--- src/rtl/bmem_line_arbiter_if.sv ---
// Bundle of the I-side, D-side and banked-memory signals around the line arbiter.
// slave : the arbiter's view (takes client requests and memory returns).
// master: the environment's view (clients plus the banked memory).
interface bmem_line_arbiter_if;
  // I-side client
  logic [31:0]  i_addr;
  logic         i_read;
  logic [255:0] i_rdata;
  logic         i_resp;
  // D-side client
  logic [31:0]  d_addr;
  logic         d_read;
  logic         d_write;
  logic [255:0] d_wdata;
  logic [255:0] d_rdata;
  logic         d_resp;
  // banked memory
  logic [31:0]  bmem_addr;
  logic         bmem_read;
  logic         bmem_write;
  logic [63:0]  bmem_wdata;
  logic         bmem_ready;
  logic [31:0]  bmem_raddr;
  logic [63:0]  bmem_rdata;
  logic         bmem_rvalid;

  modport slave (
    input  i_addr, i_read,
    output i_rdata, i_resp,
    input  d_addr, d_read, d_write, d_wdata,
    output d_rdata, d_resp,
    output bmem_addr, bmem_read, bmem_write, bmem_wdata,
    input  bmem_ready, bmem_raddr, bmem_rdata, bmem_rvalid
  );

  modport master (
    output i_addr, i_read,
    input  i_rdata, i_resp,
    output d_addr, d_read, d_write, d_wdata,
    input  d_rdata, d_resp,
    input  bmem_addr, bmem_read, bmem_write, bmem_wdata,
    output bmem_ready, bmem_raddr, bmem_rdata, bmem_rvalid
  );
endinterface

--- src/rtl/bmem_line_arbiter.sv ---
// Two-client (I/D) arbiter in front of a 64-bit banked memory.
// Moves 256-bit lines as four 64-bit beats, one memory transaction at a time.
//
// state    | meaning
// ---------+-------------------------------------------------------------
// IDLE     | no transaction; grant one pending client (round-robin on tie)
// RD_ISSUE | bmem_read held with line address until bmem_ready
// RD_WAIT  | collect 4 tagged beats whose bmem_raddr matches the line
// WR_BURST | stream 4 write beats, advancing only when bmem_ready
// RESP     | one-cycle resp + rdata to the granted client
module bmem_line_arbiter (
  input logic           clk,
  input logic           rst,
  bmem_line_arbiter_if.slave bus
);

  typedef enum logic [2:0] {
    IDLE     = 3'd0,
    RD_ISSUE = 3'd1,
    RD_WAIT  = 3'd2,
    WR_BURST = 3'd3,
    RESP     = 3'd4
  } state_t;

  state_t       state_q;
  logic         client_d_q;   // 0 = I-side, 1 = D-side
  logic         rr_d_q;       // 1 = D-side wins the next tie
  logic [1:0]   beat_q;
  logic [31:0]  line_addr_q;
  logic [255:0] line_q;

  logic [31:0]  bmem_addr_q;
  logic         bmem_read_q;
  logic         bmem_write_q;
  logic [63:0]  bmem_wdata_q;
  logic         i_resp_q;
  logic         d_resp_q;
  logic [255:0] i_rdata_q;
  logic [255:0] d_rdata_q;

  logic         i_req;
  logic         d_req;
  logic         grant_any;
  logic         grant_d;
  logic         grant_write;
  logic [31:0]  grant_line;
  logic [1:0]   beat_nxt;
  logic         beat_hit;

  // Grant selection and beat matching; read and write together on D counts as a write.
  always_comb begin
    i_req       = bus.i_read;
    d_req       = bus.d_read | bus.d_write;
    grant_any   = i_req | d_req;
    grant_d     = d_req & (~i_req | rr_d_q);
    grant_write = grant_d & bus.d_write;
    grant_line  = (grant_d ? bus.d_addr : bus.i_addr) & ~32'h0000_001F;
    beat_nxt    = beat_q + 2'd1;
    beat_hit    = bus.bmem_rvalid && (bus.bmem_raddr == line_addr_q);
  end

  // Single FSM; every output is a register updated alongside the state.
  always_ff @(posedge clk) begin
    if (rst) begin
      state_q      <= IDLE;
      client_d_q   <= 1'b0;
      rr_d_q       <= 1'b0;
      beat_q       <= 2'd0;
      line_addr_q  <= 32'd0;
      line_q       <= '0;
      bmem_addr_q  <= 32'd0;
      bmem_read_q  <= 1'b0;
      bmem_write_q <= 1'b0;
      bmem_wdata_q <= 64'd0;
      i_resp_q     <= 1'b0;
      d_resp_q     <= 1'b0;
      i_rdata_q    <= '0;
      d_rdata_q    <= '0;
    end else begin
      case (state_q)
        IDLE: begin
          if (grant_any) begin
            client_d_q  <= grant_d;
            rr_d_q      <= ~grant_d;
            line_addr_q <= grant_line;
            bmem_addr_q <= grant_line;
            beat_q      <= 2'd0;
            if (grant_write) begin
              line_q       <= bus.d_wdata;
              bmem_write_q <= 1'b1;
              bmem_wdata_q <= bus.d_wdata[63:0];
              state_q      <= WR_BURST;
            end else begin
              line_q      <= '0;
              bmem_read_q <= 1'b1;
              state_q     <= RD_ISSUE;
            end
          end
        end

        RD_ISSUE: begin
          if (bus.bmem_ready) begin
            bmem_read_q <= 1'b0;
            bmem_addr_q <= 32'd0;
            state_q     <= RD_WAIT;
          end
        end

        RD_WAIT: begin
          // Beats tagged for any other line belong to someone else and are dropped.
          if (beat_hit) begin
            line_q[{beat_q, 6'd0} +: 64] <= bus.bmem_rdata;
            beat_q <= beat_nxt;
            if (beat_q == 2'd3) begin
              state_q <= RESP;
              if (client_d_q) begin
                d_resp_q  <= 1'b1;
                d_rdata_q <= {bus.bmem_rdata, line_q[191:0]};
              end else begin
                i_resp_q  <= 1'b1;
                i_rdata_q <= {bus.bmem_rdata, line_q[191:0]};
              end
            end
          end
        end

        WR_BURST: begin
          // A stalled beat keeps address and data unchanged.
          if (bus.bmem_ready) begin
            if (beat_q == 2'd3) begin
              bmem_write_q <= 1'b0;
              bmem_wdata_q <= 64'd0;
              bmem_addr_q  <= 32'd0;
              beat_q       <= 2'd0;
              state_q      <= RESP;
              if (client_d_q) begin
                d_resp_q  <= 1'b1;
                d_rdata_q <= '0;
              end else begin
                i_resp_q  <= 1'b1;
                i_rdata_q <= '0;
              end
            end else begin
              beat_q       <= beat_nxt;
              bmem_wdata_q <= line_q[{beat_nxt, 6'd0} +: 64];
            end
          end
        end

        RESP: begin
          // No grant here: a request still high is taken as new in the following IDLE cycle.
          i_resp_q  <= 1'b0;
          d_resp_q  <= 1'b0;
          i_rdata_q <= '0;
          d_rdata_q <= '0;
          beat_q    <= 2'd0;
          state_q   <= IDLE;
        end

        default: state_q <= IDLE;
      endcase
    end
  end

  assign bus.bmem_addr  = bmem_addr_q;
  assign bus.bmem_read  = bmem_read_q;
  assign bus.bmem_write = bmem_write_q;
  assign bus.bmem_wdata = bmem_wdata_q;
  assign bus.i_resp     = i_resp_q;
  assign bus.d_resp     = d_resp_q;
  assign bus.i_rdata    = i_rdata_q;
  assign bus.d_rdata    = d_rdata_q;

  a_rw_exclusive: assert property (@(posedge clk) disable iff (rst)
    !(bmem_read_q && bmem_write_q));
  a_resp_exclusive: assert property (@(posedge clk) disable iff (rst)
    !(i_resp_q && d_resp_q));

endmodule

--- src/flat_wrapper.sv ---
// flat-port wrapper written by rule: the top's interface ports become plain ports
module bmem_line_arbiter_flat 
  (clk, rst, bus_i_addr, bus_i_read, bus_i_rdata, bus_i_resp, bus_d_addr, bus_d_read, bus_d_write, bus_d_wdata, bus_d_rdata, bus_d_resp, bus_bmem_addr, bus_bmem_read, bus_bmem_write, bus_bmem_wdata, bus_bmem_ready, bus_bmem_raddr, bus_bmem_rdata, bus_bmem_rvalid);
  bmem_line_arbiter_if bus_i ();
  input logic clk;
  input logic rst;
  input wire logic [$bits(bus_i.i_addr)-1:0] bus_i_addr;
  input wire logic [$bits(bus_i.i_read)-1:0] bus_i_read;
  output wire logic [$bits(bus_i.i_rdata)-1:0] bus_i_rdata;
  output wire logic [$bits(bus_i.i_resp)-1:0] bus_i_resp;
  input wire logic [$bits(bus_i.d_addr)-1:0] bus_d_addr;
  input wire logic [$bits(bus_i.d_read)-1:0] bus_d_read;
  input wire logic [$bits(bus_i.d_write)-1:0] bus_d_write;
  input wire logic [$bits(bus_i.d_wdata)-1:0] bus_d_wdata;
  output wire logic [$bits(bus_i.d_rdata)-1:0] bus_d_rdata;
  output wire logic [$bits(bus_i.d_resp)-1:0] bus_d_resp;
  output wire logic [$bits(bus_i.bmem_addr)-1:0] bus_bmem_addr;
  output wire logic [$bits(bus_i.bmem_read)-1:0] bus_bmem_read;
  output wire logic [$bits(bus_i.bmem_write)-1:0] bus_bmem_write;
  output wire logic [$bits(bus_i.bmem_wdata)-1:0] bus_bmem_wdata;
  input wire logic [$bits(bus_i.bmem_ready)-1:0] bus_bmem_ready;
  input wire logic [$bits(bus_i.bmem_raddr)-1:0] bus_bmem_raddr;
  input wire logic [$bits(bus_i.bmem_rdata)-1:0] bus_bmem_rdata;
  input wire logic [$bits(bus_i.bmem_rvalid)-1:0] bus_bmem_rvalid;
  assign bus_i.i_addr = bus_i_addr;
  assign bus_i.i_read = bus_i_read;
  assign bus_i_rdata = bus_i.i_rdata;
  assign bus_i_resp = bus_i.i_resp;
  assign bus_i.d_addr = bus_d_addr;
  assign bus_i.d_read = bus_d_read;
  assign bus_i.d_write = bus_d_write;
  assign bus_i.d_wdata = bus_d_wdata;
  assign bus_d_rdata = bus_i.d_rdata;
  assign bus_d_resp = bus_i.d_resp;
  assign bus_bmem_addr = bus_i.bmem_addr;
  assign bus_bmem_read = bus_i.bmem_read;
  assign bus_bmem_write = bus_i.bmem_write;
  assign bus_bmem_wdata = bus_i.bmem_wdata;
  assign bus_i.bmem_ready = bus_bmem_ready;
  assign bus_i.bmem_raddr = bus_bmem_raddr;
  assign bus_i.bmem_rdata = bus_bmem_rdata;
  assign bus_i.bmem_rvalid = bus_bmem_rvalid;
  bmem_line_arbiter u_core (.clk(clk), .rst(rst), .bus(bus_i));
endmodule
--- config.mk ---
export PLATFORM = sky130hd
export DESIGN_NAME = bmem_line_arbiter_flat
export DESIGN_NICKNAME = d
export VERILOG_FILES = /design/src/rtl/bmem_line_arbiter_if.sv /design/src/rtl/bmem_line_arbiter.sv /design/src/flat_wrapper.sv
export SDC_FILE = /design/constraint.sdc
export NUM_CORES = 2
export LEC_CHECK = 0
export ABC_AREA = 1
export CAP_MARGIN = 10
export CORE_MARGIN = 2
export CORE_UTILIZATION = 28
export CTS_CLUSTER_SIZE = 20
export DETAILED_ROUTE_END_ITERATION = 6
export GPL_TIMING_DRIVEN = 0
export PLACE_DENSITY = 0.48
export SETUP_SLACK_MARGIN = 0.15
export SLEW_MARGIN = 10
export SYNTH_ARGS = -nofsm -noshare
export SYNTH_HDL_FRONTEND = slang
export SYNTH_SLANG_ARGS = --single-unit
--- constraint.sdc ---
create_clock -name clk -period 5.5 [get_ports clk]
set_input_delay 1.1 -clock clk [delete_from_list [all_inputs] [get_ports clk]]
set_output_delay 1.1 -clock clk [all_outputs]
set_load 0.02 [all_outputs]
==> summary.md <==
| Metric | Value |
|---|---|
| Crit path cell chain | `buf_2 -> inv_1 -> clkbuf_1 -> ha_1 -> clkbuf_1 -> nand2_1 -> nor2_4 -> inv_1 -> clkbuf_1 -> clkbuf_1 -> o21ai_0 -> nand3_1 -> a21oi_1` |
| Post-route DRC violation count | `0` |
| Net count reported at finish | `8,257` |
| HPWL after DPL | `235 mm` |
| Maximum clock frequency | `213 MHz` |
| Design area | `0.0606 sq mm` |
| Combinational Power Share | `0.524` |
| Clock power frac | `0.204` |
| Final Routed Wirelength | `287 mm` |
| Clock transition at the registers of the reported paths | `0.06 ns` |
| Pin count of the biggest net entering global routing | `15` |
| Post-CTS sizing | `0` |
| Area after DPL | `0.0570 sq mm` |
| Clock sink total | `897` |
| Hold Startpoint | `u_core.line_q[192]` |
| Antenna-violating nets left | `0` |
| Sequential area share after synthesis | `0.408` |
| GP Congestion | `1.03` |
| Post-synth top area share | `0.408` |
| Initial antenna violation count | `86` |
| Max-cap viol count | `1` |
| Switching part of the total | `0.483` |
| Post-route core utilization | `0.388` |
| Synth Instances | `6,687` |
| Site Rows | `145` |
| Fraction of final layout cells sized beyond drive strength 1 | `0.0593` |
| Worst-path maximum fanout | `11` |
| Worst slew pin tran | `1.48 ns` |
| Synth top cells by count | `1,346 x nor2_1, 1,331 x nand2_1, 1,069 x inv_1` |
| Internal | `18.9 mW` |
| Die W | `401 um` |
| Vias in the first global route | `46,600` |
| Worst R2R Start | `u_core.beat_q[0]` |
| Crit-path slowest cell | `o21ai_0` |
| Largest delay share family, worst path | `buffers and inverters` |
| Min-delay worst type | `reg2reg` |
| Die H | `401 um` |
| Global-route wire length before repair | `384 mm` |
| Max Buffers Root-to-Sink | `3` |
| GRT overflow | `0` |
| Setup crit start | `u_core.beat_q[0]` |
| IO buf count | `1,019` |
| Routed vias | `49,100` |
| Max Clock Skew | `0.0299 ns` |
| Mapped Area | `0.0440 sq mm` |
| Cell taking the most area after synthesis | `dfxtp_1` |
| Num CTS Buffers | `111` |
| Final period util | `0.854` |
| Worst hold endpoint | `u_core.line_q[192]` |
| RSZ-0062 raised after global routing | `false` |
| Final setup violation count | `0` |
| Outcome | `complete, but fails checks` |
| Critical path class | `reg2reg` |
| CP Launch Type | `register` |
| Die area | `0.160 sq mm` |
| Arrival time of the worst setup path | `5.37 ns` |
| Synth warnings | `0` |
| Slew margin rel. | `0.00490` |
| Final hold viol count | `0` |
| VDD IR max | `0.301 mV` |
| Number of synthesized flops with an enable pin | `0` |
| Core Box Area | `0.156 sq mm` |
| Pleak | `26.6 nW` |
| GRT Total Usage | `0.344` |
| Ys async rst share | `0` |
| Worst skew pair latency | `0.75 ns` |
| Worst setup EP type | `register` |
| WP buf/inv | `7` |
| P&R area growth vs syn | `37.6%` |
| Endpoint of the worst register-to-register path | `u_core.line_q[109]` |
| I/O pin cnt | `1,035` |
| Setup slack, reg-to-reg | `0.80 ns` |
| Distinct cells, synth | `41` |
| Top_reg_cell synth | `dfxtp_1` |
| Routed WL per cell | `28.7 um` |
| Starting density of the core | `0.282` |
| Hold depth | `2` |
| # H-tree levels | `3` |
| Minimum clock period | `4.70 ns` |
| Failing checks | `max-capacitance violations` |
| Hold-fix buffers at CTS | `0` |
| Top cells by area, synth | `dfxtp_1 41%, nor2_1 11%, nand2_1 11%, inv_1 9.1%, a21oi_1 4.4%` |
| Seq pwr share | `0.272` |
| P per Cell Area | `601 mW/mm^2` |
| Dpl ws | `0.697 ns` |
| Hold slack | `0.458 ns` |
| Post-CTS setup buffer count | `0` |
| Final Max Slew Viols | `0` |
| Post-route setup slack | `0.802 ns` |
| Avg Cell Area, Syn | `6.58 sq um` |
| CTS tree | `built` |
| Vias/cell | `4.91` |
| Root Driver | `clkbuf_16` |
| Pre-antenna DRT Iters | `6` |
| Slowest stage delay, CP | `0.63 ns` |
| Required time worst endpoint | `6.17 ns` |
| DR iter-0 viols | `4,882` |
| Switch Pwr | `17.6 mW` |
| Most frequent CP cell | `clkbuf_1` |
| Top-count cell post-synth | `nor2_1` |
| Path depth of the worst reg2reg path | `13` |
| FF+latch count, synth | `897` |
[worst register-to-register path, cell delays in order (launching register included)]
cell      delay, ns
dfxtp_1        0.39
buf_2          0.34
inv_1          0.12
clkbuf_1       0.35
ha_1           0.41
clkbuf_1       0.38
nand2_1        0.17
nor2_4         0.39
inv_1          0.23
clkbuf_1       0.40
clkbuf_1       0.48
o21ai_0        0.64
nand3_1        0.18
a21oi_1        0.17
[registers in the layout (all words and copies together), names as in the netlist]
signal                 cells
u_core.beat_q              2
u_core.bus.d_rdata       256
u_core.bus.d_resp          1
u_core.rr_d_q              1
u_core.bus.bmem_write      1
u_core.bus.i_resp          1
u_core.line_addr_q        27
u_core.state_q             3
u_core.bus.bmem_read       1
u_core.line_q            256
u_core.bus.bmem_wdata     64
u_core.client_d_q          1
u_core.bus.i_rdata       256
u_core.bus.bmem_addr      27
[layer usage]
| layer | part of all wire | track usage | up-vias |
|---|---|---|---|
| met1 | 0.41 | 0.433 | 23400 |
| met4 | 0.053 | 0.162 | 60 |
| met3 | 0.091 | 0.0928 | 496 |
| met2 | 0.44 | 0.545 | 2223 |
| met5 | 0.0014 | 0 | - |
| li1 | - | - | 23000 |
[per-stage QoR]
step / total power, mW / instances / setup TNS, ns
after floorplan: 19.8 / 6691 / 0
after global placement: 28.6 / 9768 / -1.03
after detailed placement: 28.7 / 9775 / 0
after CTS: 36.2 / 9978 / 0
final: 36.4 / 10000 / 0
after global routing: 38.3 / 9993 / 0
[worst max path at each step]
| stage | depth (start not counted) | slack (ns) | end |
|---|---|---|---|
| after floorplan | 13 | 2.95 | u_core.bus.i_rdata[175] |
| after global placement | 6 | -0.11 | u_core.line_q[227] |
| after detailed placement | 7 | 0.70 | u_core.line_q[232] |
| after CTS | 13 | 1.05 | u_core.line_q[109] |
| after global routing | 13 | 0.75 | u_core.line_q[109] |
| final | 13 | 0.80 | u_core.line_q[109] |
[area by class of cell]
type	count	area (sq um)
clock buffer	164	3200
fill	16900	95600
clock inverter	39	359
multi-input combinational	4224	19700
sequential	897	18000
antenna	33	82.6
timing repair buffer	1026	10300
inverter	1081	4060
tap	2058	2570
buffer	489	2380
[cell usage in the layout, fill, tap and decap left out, drive strengths merged, types with 7 or more instances in the layout]
cell / count
o21bai: 237
clkdlybuf4s50: 1019
buf: 256
clkinv: 24
clkbuf: 404
nor2: 1354
diode: 33
a22o: 7
o31ai: 28
nand3: 260
or2: 27
mux2i: 26
a22oi: 64
a32o: 28
dfxtp: 897
a21oi: 383
a32oi: 128
o21ai: 323
inv: 1086
nand2: 1333
[power by group through the flow]
stage                     Clock (mW)  Combinational (mW)  Sequential [mW]
after detailed placement           0                18.7             10.0
after global routing            7.75                20.5             10.1
after CTS                       7.52                18.8             9.91
after global placement             0                18.6             10.0
final                           7.43                19.1             9.93
after floorplan                    0                8.73             11.1
[cell families after synthesis]
family | share of synthesized area
and+or+nand+nor | 0.265
buffers and inverters | 0.146
AOI/OAI and AO/OA | 0.173
DFF | 0.408
muxes | 0.00591
xor gates and xnor gates | 0.00119
adders and majority gates | 0.00114
other | 0.0000852
No activity file was read; power rests on OpenSTA's default activity.
